===== src/rtl/keccak_ctrl.sv =====
// -----------------------------------------------------------------------------
// keccak_ctrl
//
// Sequencing controller for the Keccak-f[1600] accelerator. It accepts
// start/abort/clear commands from the peripheral register file and steps the
// permutation core through LOAD -> ROUND x ROUNDS -> STORE. It also arbitrates
// the shared state buffer between the external bus slave port and the core.
//
// Optional feature macro: KECCAK_CTRL_INTR_EN
//   defined   : intr_o exists and pulses for one cycle when done_o rises
//   undefined : no intr_o port; software polls done_o
//
// Parameters
//   ROUNDS  rounds per permutation (1..24); indices run 24-ROUNDS .. 23
//   IDX_W   width of the round-constant index
//
// Ports
//   clk_i             system clock, rising edge
//   rst_i             synchronous active-high reset
//   start_i           start pulse (taken only in IDLE)
//   abort_i           abort pulse (ignored in IDLE)
//   clear_i           clears the done_o / aborted_o sticky flags
//   busy_o            high in LOAD, ROUND and STORE
//   done_o            sticky: permutation completed
//   aborted_o         sticky: last run was aborted
//   core_load_o       core latches the buffer into its state register
//   core_round_en_o   core executes one round this cycle
//   core_round_idx_o  round-constant index (0 outside ROUND)
//   core_store_o      core writes its state back to the buffer
//   intr_o            completion interrupt (KECCAK_CTRL_INTR_EN only)
//   bus_req_i         slave port requests buffer access
//   bus_gnt_o         combinational grant to the slave port
// -----------------------------------------------------------------------------
module keccak_ctrl #(
   parameter int ROUNDS = 24,
   parameter int IDX_W  = 5
) (
   input  logic             clk_i,
   input  logic             rst_i,
   input  logic             start_i,
   input  logic             abort_i,
   input  logic             clear_i,
   output logic             busy_o,
   output logic             done_o,
   output logic             aborted_o,
   output logic             core_load_o,
   output logic             core_round_en_o,
   output logic [IDX_W-1:0] core_round_idx_o,
   output logic             core_store_o,
`ifdef KECCAK_CTRL_INTR_EN
   output logic             intr_o,
`endif
   input  logic             bus_req_i,
   output logic             bus_gnt_o
);

   localparam logic [1:0] S_IDLE  = 2'd0;
   localparam logic [1:0] S_LOAD  = 2'd1;
   localparam logic [1:0] S_ROUND = 2'd2;
   localparam logic [1:0] S_STORE = 2'd3;

   // Reduced-round variants run the tail of the round-constant table.
   localparam logic [IDX_W-1:0] FIRST_IDX = IDX_W'(24 - ROUNDS);
   localparam logic [IDX_W-1:0] LAST_IDX  = IDX_W'(23);

   logic [1:0]       r_state;
   logic [1:0]       w_state_nxt;
   logic [IDX_W-1:0] r_cnt;
   logic             r_done;
   logic             r_aborted;
   logic             w_idle;
   logic             w_start_acc;
   logic             w_abort_acc;
   logic             w_finish;

   assign w_idle      = (r_state == S_IDLE);
   // start wins over a coincident abort because abort is only honoured
   // outside IDLE.
   assign w_start_acc = w_idle & start_i;
   assign w_abort_acc = ~w_idle & abort_i;
   // An abort during STORE suppresses completion.
   assign w_finish    = (r_state == S_STORE) & ~abort_i;

   always_comb begin
      w_state_nxt = r_state;
      case (r_state)
         S_IDLE:  if (start_i) w_state_nxt = S_LOAD;
         S_LOAD:  w_state_nxt = S_ROUND;
         S_ROUND: if (r_cnt == LAST_IDX) w_state_nxt = S_STORE;
         S_STORE: w_state_nxt = S_IDLE;
         default: w_state_nxt = S_IDLE;
      endcase
      if (w_abort_acc) w_state_nxt = S_IDLE;
   end

   always_ff @(posedge clk_i) begin
      if (rst_i) begin
         r_state <= S_IDLE;
      end else begin
         r_state <= w_state_nxt;
      end
   end

   // Round counter: preset during LOAD so it is valid on the first ROUND cycle.
   always_ff @(posedge clk_i) begin
      if (rst_i) begin
         r_cnt <= '0;
      end else if (r_state == S_LOAD) begin
         r_cnt <= FIRST_IDX;
      end else if ((r_state == S_ROUND) && !w_abort_acc) begin
         r_cnt <= r_cnt + IDX_W'(1);
      end
   end

   // Sticky flags: a set in the same cycle as clear_i takes priority.
   always_ff @(posedge clk_i) begin
      if (rst_i) begin
         r_done    <= 1'b0;
         r_aborted <= 1'b0;
      end else begin
         if (w_finish) begin
            r_done <= 1'b1;
         end else if (w_start_acc || clear_i) begin
            r_done <= 1'b0;
         end
         if (w_abort_acc) begin
            r_aborted <= 1'b1;
         end else if (w_start_acc || clear_i) begin
            r_aborted <= 1'b0;
         end
      end
   end

`ifdef KECCAK_CTRL_INTR_EN
   logic r_intr;

   // Registered alongside r_done so the pulse coincides with done_o rising.
   always_ff @(posedge clk_i) begin
      if (rst_i) begin
         r_intr <= 1'b0;
      end else begin
         r_intr <= w_finish;
      end
   end

   assign intr_o = r_intr;
`endif

   assign busy_o           = ~w_idle;
   assign done_o           = r_done;
   assign aborted_o        = r_aborted;
   assign core_load_o      = (r_state == S_LOAD);
   assign core_round_en_o  = (r_state == S_ROUND);
   assign core_round_idx_o = core_round_en_o ? r_cnt : '0;
   assign core_store_o     = (r_state == S_STORE);
   // A request coinciding with start_i loses; the core owns the buffer next.
   assign bus_gnt_o        = bus_req_i & w_idle & ~start_i;

endmodule

===== config.mk =====
export PLATFORM = sky130hd
export DESIGN_NAME = keccak_ctrl
export DESIGN_NICKNAME = d
export VERILOG_FILES = /design/src/rtl/keccak_ctrl.sv
export SDC_FILE = /design/constraint.sdc
export NUM_CORES = 1
export LEC_CHECK = 0
export BUFFER_PORTS_ARGS = -buffer_cell sky130_fd_sc_hd__buf_2
export CAP_MARGIN = 0
export CORE_AREA = 3 3 40 42
export DETAILED_ROUTE_END_ITERATION = 12
export DIE_AREA = 0 0 43 45
export PLACE_DENSITY_LB_ADDON = 0.3
export SLEW_MARGIN = 20
export SYNTH_ARGS = -nofsm -noshare
export SYNTH_HDL_FRONTEND = slang
export SYNTH_SLANG_ARGS = --single-unit
export TNS_END_PERCENT = 1

===== constraint.sdc =====
create_clock -name clk_i -period 1.38 [get_ports clk_i]
set_input_delay 0.138 -clock clk_i [delete_from_list [all_inputs] [get_ports clk_i]]
set_output_delay 0.138 -clock clk_i [all_outputs]
set_load 0.02 [all_outputs]

# ---- Word level (Yosys, flattened, before mapping)
# Index checks and enable logic that the tools add are counted.
dict set report word_totals {
  regBits 9
  latchBits 0
  ramBits 0
  rom_bits 0
  in_bits 6
  out_inout_bits 12
  word_cells 35
  n_memories 0
}
dict set report op_classes {
  add_sub_neg 1
  n_mul 0
  n_div 0
  order_cmp 0
  n_eq_ne 6
  shift 0
  mux 7
  n_bitwise 8
  n_reduce_logical 9
}
# cell n
set ops {}
lappend ops {{one-hot mux 2 bit (4 select lines)} 1}
lappend ops {{adder 5 x 1 -> 5 bit (second input constant)} 1}
lappend ops {{AND 1 bit} 5}
lappend ops {{== test 5 bit (second input constant)} 1}
lappend ops {{2-to-1 mux 5 bit} 1}
lappend ops {{== test 2 bit (second input constant)} 2}
lappend ops {{2-to-1 mux 2 bit} 2}
lappend ops {{nonzero test 2 bit} 2}
lappend ops {{OR reduction 2 bit} 2}
lappend ops {{2-to-1 mux 1 bit} 3}
lappend ops {{NOT 1 bit} 3}
lappend ops {{== test 2 x 1 -> 1 bit (second input constant)} 1}
lappend ops {{zero test 2 bit} 1}
lappend ops {{!= test 2 x 1 -> 1 bit (second input constant)} 1}
lappend ops {{!= test 2 bit (second input constant)} 1}
lappend ops {{AND reduction 2 bit} 1}
lappend ops {{logical AND 1 bit} 1}
lappend ops {{zero test 1 bit} 1}
lappend ops {{logical OR 1 bit} 1}

# ---- Longest topological paths before layout
# Gate-level depths: netlist (run 1).
dict set report depth {
  depth_word 5
  depth_mapped 6
  mapped_depth_nobuf 5
}

# ---- Worst setup path after synthesis (run 1)
# Ideal clock, no wire load.
dict set report synth_path {
  kind {register to register}
  startpoint {register r_state[0]}
  endpoint {register r_cnt[2]}
  setup_ns 0.070
  arrival_ns 1.547
  required_time_ns 1.310
  slack_ns -0.237
  stages_incl_launch_ff 6
  n_path_buf 0
  synth_period_minus_slack_ns 1.617
  path_cell_list {dfxtp_1 > inv_1 > ha_1 > inv_2 > or4_1 > a21oi_1}
}
dict set report synth_between {
  word_cells_on_any_way 8
  classes_between {eq/ne: 2; bitwise: 2; reduce/logical: 4}
}
# item line
set synth_lines {}
lappend synth_lines {{start: declaration} 66} ;# logic [1:0] r_state;
lappend synth_lines {{start signal: assignment} 100} ;# r_state <= w_state_nxt;
lappend synth_lines {{== test 2 bit} --}
lappend synth_lines {{named net core_round_en_o} 47} ;# output logic core_round_en_o,
lappend synth_lines {{logical AND 1 bit} 110} ;# end else if ((r_state == S_ROUND) && !w_abort_acc) begin
lappend synth_lines {{end signal: assignment} 111} ;# r_cnt <= r_cnt + IDX_W'(1);
lappend synth_lines {{end: declaration} 68} ;# logic [IDX_W-1:0] r_cnt;
# The timed path passes the listed nets, and every way through them passes these cells.
# A chain may end at the register's enable or synchronous reset.

# ---- Worst setup path after layout (run 1)
dict set report layout_path {
  startpoint {register r_state[1]}
  endpoint {output port bus_gnt_o}
}
dict set report layout_between {
  elab_chain_cells 3
}
# item line
set layout_rtl {}
lappend layout_rtl {{zero test 2 bit} 76} ;# assign w_idle = (r_state == S_IDLE);
lappend layout_rtl {{AND 1 bit (2 in series)} 157} ;# assign bus_gnt_o = bus_req_i & w_idle & ~start_i;
lappend layout_rtl {{end: declaration} 54} ;# output logic bus_gnt_o
# No other way between the ends.

==> summary.txt, run 1 <==
Status
  – Status: finished, violations left
  – Failing checks: negative setup slack

Critical path
  – Critical Path RT: 1.24 ns
  – Arr. time, crit path: about 1.3 ns
  – Crit path max fanout: 4
  – Setup crit start kind: flip-flop
  – Critical R2R Launch: r_state[1]
  – Flop2flop setup slack: -0.05 ns
  – Worst reg2reg path endpoint: r_state[0]
  – WS Path Type: reg -> out
  – Crit end category: output pin
  – Reg2reg path depth: 5

Logic synthesis
  – Synthesized instance count: 63
  – Top post-synthesis cells by area: dfxtp_1, ha_1, a21oi_1
  – Seq/Total Area, Yosys: 33.6%
  – Top-area cell type share of the netlist area: around a third
  – Flop and latch count out of synthesis: 9
  – Cell area after synthesis: 537 µm²
  – Cell taking the most area after synthesis: dfxtp_1
  – Synth unique cells: 22
  – Synth warnings: 0
  – Syn avg cell area: 8.52 µm²
  – Post-synth net total: 75

Timing
  – Fin. max-slew vios: 0
  – Setup TNS: -0.494 ns
  – Slew HR: 80.1%
  – Period utilization: 106%
  – Fin. Hold Viols: 0
  – Final min period: 1.46 ns
  – Setup ws final: -0.0812 ns
  – Final setup fails: 10
  – Fmax: 684 MHz
  – Worst Tran Pin Value: 0.296 ns
  – Hold WS: 0.0756 ns
  – Final clock skew: 0.00369 ns
  – RSZ-0062 raised after global routing: yes

Global routing
  – First-pass GRT wire length: 2190 µm
  – Grt ovf: 0
  – Global Route Usage Sum: 15.5%
  – Largest net degree at the start of global routing: 11
  – Initial antenna violation count: 0
  – Vias in the first global route: 550

CTS
  – Clock buffer depth: 2
  – Cts-stage hold buffer count: 0
  – # clock sinks: 9
  – Root Driver: clkbuf_4
  – TritonCTS buffer count: 3
  – Clk slew on worst S/H paths: 0.06 ns
  – CTS H-tree depth: 1
  – Worst skew pair latency: 0.27 ns
  – CTS tree: yes

Final layout
  – Utilization after layout: 67.0%
  – Layout cell share with drive strength beyond 1: between 50% and 60%
  – Synth-to-layout area growth: 60.4%
  – Number of antenna diodes: 0
  – Final Net Count: 108
  – Fin cells: 110

Power
  – Leak: 0.399 nW
  – Peak supply drop: 1.11 mV
  – P per Cell Area: between 1500 and 2000 mW/mm²

Worst hold path
  – Hold Crit Class: in -> reg
  – Hold path depth: 2
  – Hold path start: rst_i
  – Min-Delay Endpoint: aborted_o

Job
  – Max-cap violations: 0

Floorplanning
  – Core box area: around 0.0013 mm²
  – Floorplan row count: 13
  – Die Span Y: 45 µm
  – Die width: 43 µm
  – Die ar.: 0.00194 mm²
  – Starting Density: 41.8%
  – I/O Pins: 18

Routing
  – DRT iter0 DRCs: 5
  – M1 wire length: 517 µm
  – Pre-Repair DR Iteration Count: 4
  – DR top layer: met4
  – Vias/cell: about 5
  – WL final: approximately 1300 µm
  – Final ANT Viol Nets: 0
  – WL met3: 79 µm
  – Via count: 567
  – Drt wl/cell: around 12 µm
  – DR DRC count: 0
  – Met2 WL: 662 µm

Placement
  – Inst Count DP: 104
  – GPL Wtd Cong: 0.717
  – DPL Wire Length: 979 µm
  – Dpl ws: -0.0400 ns
  – IO Port Bufs: 17
synthesized netlist by cell type:
master,n
ha_1,6
nor2b_1,3
a21oi_1,9
and2_2,4
or4_1,3
nand2b_1,1
dfxtp_1,9
o21ai_0,2
nor2_1,2
nand2_2,1
o2111a_1,1
nand3_1,4
buf_2,1
and2_1,1
inv_2,1
inv_1,6
mux2i_1,1
or3_2,2
or2_2,1
o31ai_1,3
nand2_1,1
nand4b_1,1
where the power goes:
part           internal, W  switching (W)  leakage [nW]  total [W]
Clock             0.000107      0.0000990        0.0177   0.000206
Combinational     0.000492       0.000460         0.308   0.000953
Sequential        0.000311      0.0000388        0.0737   0.000350
worst max-delay path by stage:
stage	startpoint	end	slack (ns)	cells after the start
final	r_state[1]	bus_gnt_o	-0.08	6
after global routing	r_state[0]	bus_gnt_o	-0.12	6
after CTS	r_state[1]	bus_gnt_o	-0.09	6
after detailed placement	r_state[1]	r_state[0]	-0.04	5
after global placement	r_state[1]	r_state[0]	-0.03	5
after floorplan	r_state[0]	r_cnt[3]	-0.006	5
stage by stage:
stage               power, W  cell area, µm²
global route         0.00163             861
global placement     0.00115             739
CTS                  0.00151             846
finish               0.00151             861
detailed placement   0.00117             739
floorplan           0.000848             568
state kept, by name, indices dropped and copies added (netlist names):
register   count
r_state        2
r_cnt          5
aborted_o      1
done_o         1
critical path, stage by stage (launching register included):
cell	delay, ns
dfxtp_2	0.36
inv_2	0.06
ha_4	0.16
nor2b_4	0.12
buf_6	0.10
and2_4	0.12
buf_6	0.12
cell usage in the layout, fill, tap and decap left out:
cell      synthesis  layout
ha_1              6       4
clkbuf_4          0       3
or4_4             0       2
nor2_1            2       2
and2_4            0       5
o21ai_0           2       2
buf_4             0       9
nand3_1           4       4
nand4b_1          1       1
o31ai_1           3       3
dfxtp_1           9       7
o2111a_1          1       1
buf_2             1      12
inv_2             1       1
or4_1             3       1
buf_6             0       8
nor2b_4           0       1
or2_4             0       1
clkinv_2          0       1
nand2_1           1       1
ha_4              0       2
nand2b_1          1       1
inv_4             0       2
nor2b_1           3       2
dfxtp_2           0       2
mux2i_1           1       1
or3_2             2       2
a21oi_1           9       7
nand2_2           1       1
inv_1             6       4
a21oi_2           0       2
area by class of cell:
cell class / instances / area (µm²)
Tap cell: 15 / 18.8
Clock inverter: 1 / 5.00
Multi-Input combinational cell: 46 / 383
Timing Repair Buffer: 29 / 218
Clock buffer: 3 / 22.5
Inverter: 7 / 31.3
Sequential cell: 9 / 183
Fill cell: 109 / 424
metal layers:
metal | up-vias | track usage [%]
li1 | 281 | -
met1 | 267 | 16.0
met2 | 17 | 27.8
met3 | 2 | 5.98
met4 | 0 | 7.23
met5 | - | 0
cells by family (layout without fill, tap and decap cells):
family,count (synthesis),in the layout,share of synthesized area [%]
AND/OR/NAND/NOR,24,24,28.2
buffers and inverters,8,40,5.83
flip-flops,9,9,33.6
AO/OA/AOI/OAI,15,15,16.5
multiplexers,1,1,1.86
adder cells (fa/ha/maj),6,6,14.0
repair_timing:
| item | 4_1_cts | 5_1_grt |
|---|---|---|
| setup endpoints to repair | 12 | 12 |
| resized for setup | 23 | 4 |
| buffers inserted | 2 | 0 |
| pin swaps | 5 | 0 |
(Power assumes the default switching activity.)
==> run 2: changes to the inputs <==
--- a/config.mk
+++ b/config.mk
@@ -11,6 +11,7 @@
 export DETAILED_ROUTE_END_ITERATION = 12
 export DIE_AREA = 0 0 43 45
 export PLACE_DENSITY_LB_ADDON = 0.3
+export SETUP_SLACK_MARGIN = 0.3
 export SLEW_MARGIN = 20
 export SYNTH_ARGS = -nofsm -noshare
 export SYNTH_HDL_FRONTEND = slang
==> run 2 against run 1 <==
Against the previous run: maximum frequency up 1.2%; highest routed layer unchanged; die area unchanged; worst hold slack better by 0.018 ns; critical path type unchanged; the flow still finishes with violations (negative setup slack).
==> summary.txt, run 2 (same netlist as run 1, synthesis figures left out) <==
Critical path
  – Most Frequent Cell on Critical Path: buf_6 (unchanged)
  – CP max-delay cell: dfxtp_4 (was dfxtp_2)
  – Critical Path RT: 1.24 ns (about the same)
  – Arr. time, crit path: 1.31 ns (was 1.32 ns)
  – Crit path cell chain: inv_4 > ha_4 > nor2b_4 > buf_6 > and2_4 > buf_6 (was inv_2 > ha_4 > nor2b_4 > buf_6 > and2_4 > buf_6)
  – Setup crit start: r_state[1] (unchanged)
  – Critical path's largest stage delay: 0.38 ns (was 0.36 ns)
  – Crit path max fanout: 3 (was 4)
  – Setup crit start kind: flip-flop (unchanged)
  – WS Path Type: reg -> out (unchanged)
  – Critical R2R Launch: r_state[0] (was r_state[1])
  – Crit end category: output pin (unchanged)

Floorplanning
  – Floorplan row count: 13 (unchanged)
  – Starting Density: 41.8% (unchanged)
  – Die width: 43 µm (unchanged)
  – I/O Pins: 18 (unchanged)
  – Die ar.: 0.00194 mm² (unchanged)
  – Core box area: 0.00128 mm² (unchanged)
  – Die Span Y: 45 µm (unchanged)

Job
  – Max-cap violations: 0 (unchanged)

Routing
  – Vias/cell: 5.14 (was 5.15)
  – Final ANT Viol Nets: 0 (unchanged)
  – WL final: 1430 µm (was 1270 µm)
  – DRT iter0 DRCs: 4 (was 5)
  – Drt wl/cell: 13.1 µm (was 11.5 µm)
  – Pre-Repair DR Iteration Count: 4 (unchanged)
  – DR DRC count: 0 (unchanged)
  – Via count: 560 (was 567)

Final layout
  – Layout cell share with drive strength beyond 1: 61.7% (was 56.8%)
  – Final Net Count: 107 (was 108)
  – Utilization after layout: 69.7% (was 67.0%)
  – Area of the multi-input gates: 415 µm² (was 383 µm²)
  – Commonest non-fill, non-tap cell in the layout: buf_2 (unchanged)
  – Top flop regs: r_cnt: 5 flops, r_state: 2 flops (unchanged)
  – Fillers: 105 (was 109)
  – Number of antenna diodes: 0 (unchanged)
  – Max reg flops: 5 (unchanged)
  – Synth-to-layout area growth: 66.9% (was 60.4%)
  – Reg with most FFs: r_cnt (unchanged)
  – Most frequent cells in the layout: buf_2, buf_6, buf_4 (was buf_2, buf_4, buf_6)
  – Sequential Area: 185 µm² (was 183 µm²)

Global routing
  – Global Route Usage Sum: 15.8% (was 15.5%)
  – Initial antenna violation count: 0 (unchanged)
  – First-pass GRT wire length: 2220 µm (was 2190 µm)
  – Grt ovf: 0 (unchanged)
  – Largest net degree at the start of global routing: 11 (unchanged)
  – Vias in the first global route: 503 (was 550)

Status
  – Status: finished, violations left (unchanged)
  – Failing checks: negative setup slack (unchanged)

Timing
  – Worst Tran Pin Value: 0.288 ns (was 0.296 ns)
  – Final min period: 1.44 ns (was 1.46 ns)
  – Period utilization: 105% (was 106%)
  – Final clock skew: 0.000946 ns (was 0.00369 ns)
  – Slew HR: 80.7% (was 80.1%)
  – Fin. Hold Viols: 0 (unchanged)
  – Final setup fails: 8 (was 10)
  – RSZ-0062 raised after global routing: yes (unchanged)
  – Fmax: 693 MHz (was 684 MHz)
  – Setup ws final: -0.0639 ns (was -0.0812 ns)
  – Fin. max-slew vios: 0 (unchanged)
  – Hold WS: 0.0932 ns (was 0.0756 ns)

Worst hold path
  – Hold Crit Class: in -> reg (unchanged)
  – Hold path start: rst_i (unchanged)

Placement
  – Dpl ws: -0.0346 ns (was -0.0400 ns)
  – DPL Wire Length: 1020 µm (was 979 µm)
  – GPL Wtd Cong: 0.714 (was 0.717)
  – IO Port Bufs: 17 (unchanged)

Power
  – P per Cell Area: 1800 mW/mm² (was 1750 mW/mm²)
  – Leak: 0.398 nW (was 0.399 nW)
  – Peak supply drop: 1.43 mV (was 1.11 mV)

CTS
  – Clock buffer depth: 2 (unchanged)
  – Root Driver: clkbuf_4 (unchanged)
  – CTS H-tree depth: 1 (unchanged)
  – TritonCTS buffer count: 3 (unchanged)
  – CTS tree: yes (unchanged)
  – Worst skew pair latency: 0.26 ns (was 0.27 ns)
  – Clk slew on worst S/H paths: 0.06 ns (about the same)
  – # clock sinks: 9 (unchanged)
-- run 2: worst max-delay path, delay by kind of cell, from the launching register on --
family	cells	cell delay [ns]
flops	1	0.38
buf+inv	3	0.26
simple gates	2	0.24
fa+ha+maj	1	0.15
-- run 2: cell type report --
type,instances,share of cell area [%]
inverters,7,3.77
flip-flops and latches,9,20.7
clock buffers,4,2.93
multi-input cells,46,46.4
repair buffers,28,24.2
well taps,15,2.09
-- run 2: per-stage QoR --
step | setup TNS [ns] | std cells | total power, W | cell area (µm²)
5_1_grt | -0.867 | 109 | 0.00172 | 896
4_1_cts | -0.427 | 108 | 0.00154 | 846
2_1_floorplan | 0 | 63 | 0.000864 | 574
6_report | -0.331 | 109 | 0.00161 | 896
3_5_place_dp | -0.0736 | 103 | 0.00117 | 738
3_3_place_gp | -0.0339 | 103 | 0.00114 | 738
-- run 2: final timing paths --
| kind | to | slack, ns | cells past startpoint |
|---|---|---|---|
| max | bus_gnt_o | -0.06 | 6 |
| min | done_o | 0.09 | 2 |
| min reg2reg | aborted_o | 0.50 | 2 |
| max reg2reg | r_cnt[3] | -0.04 | 6 |
-- run 2: report_power, final --
part           switching (W)  internal, W
combinational       0.000511     0.000529
sequential         0.0000469     0.000316
clock              0.0000943     0.000112
-- run 2: timing repair --
item                       CTS  global route
setup endpoints to repair   19            19
buffers inserted             1             1
hold buffers                 0             0
resized for setup           22            12
hold endpoints to repair     0             0
pin swaps                    4             2
-- run 2: metal layers --
layer	GRT usage (%)	vias to the layer above	share of wire, %
li1	-	283	-
met1	17.3	257	41
met2	26.9	18	52
met3	5.18	2	6.3
met4	9.04	0	0.91
met5	0	-	0
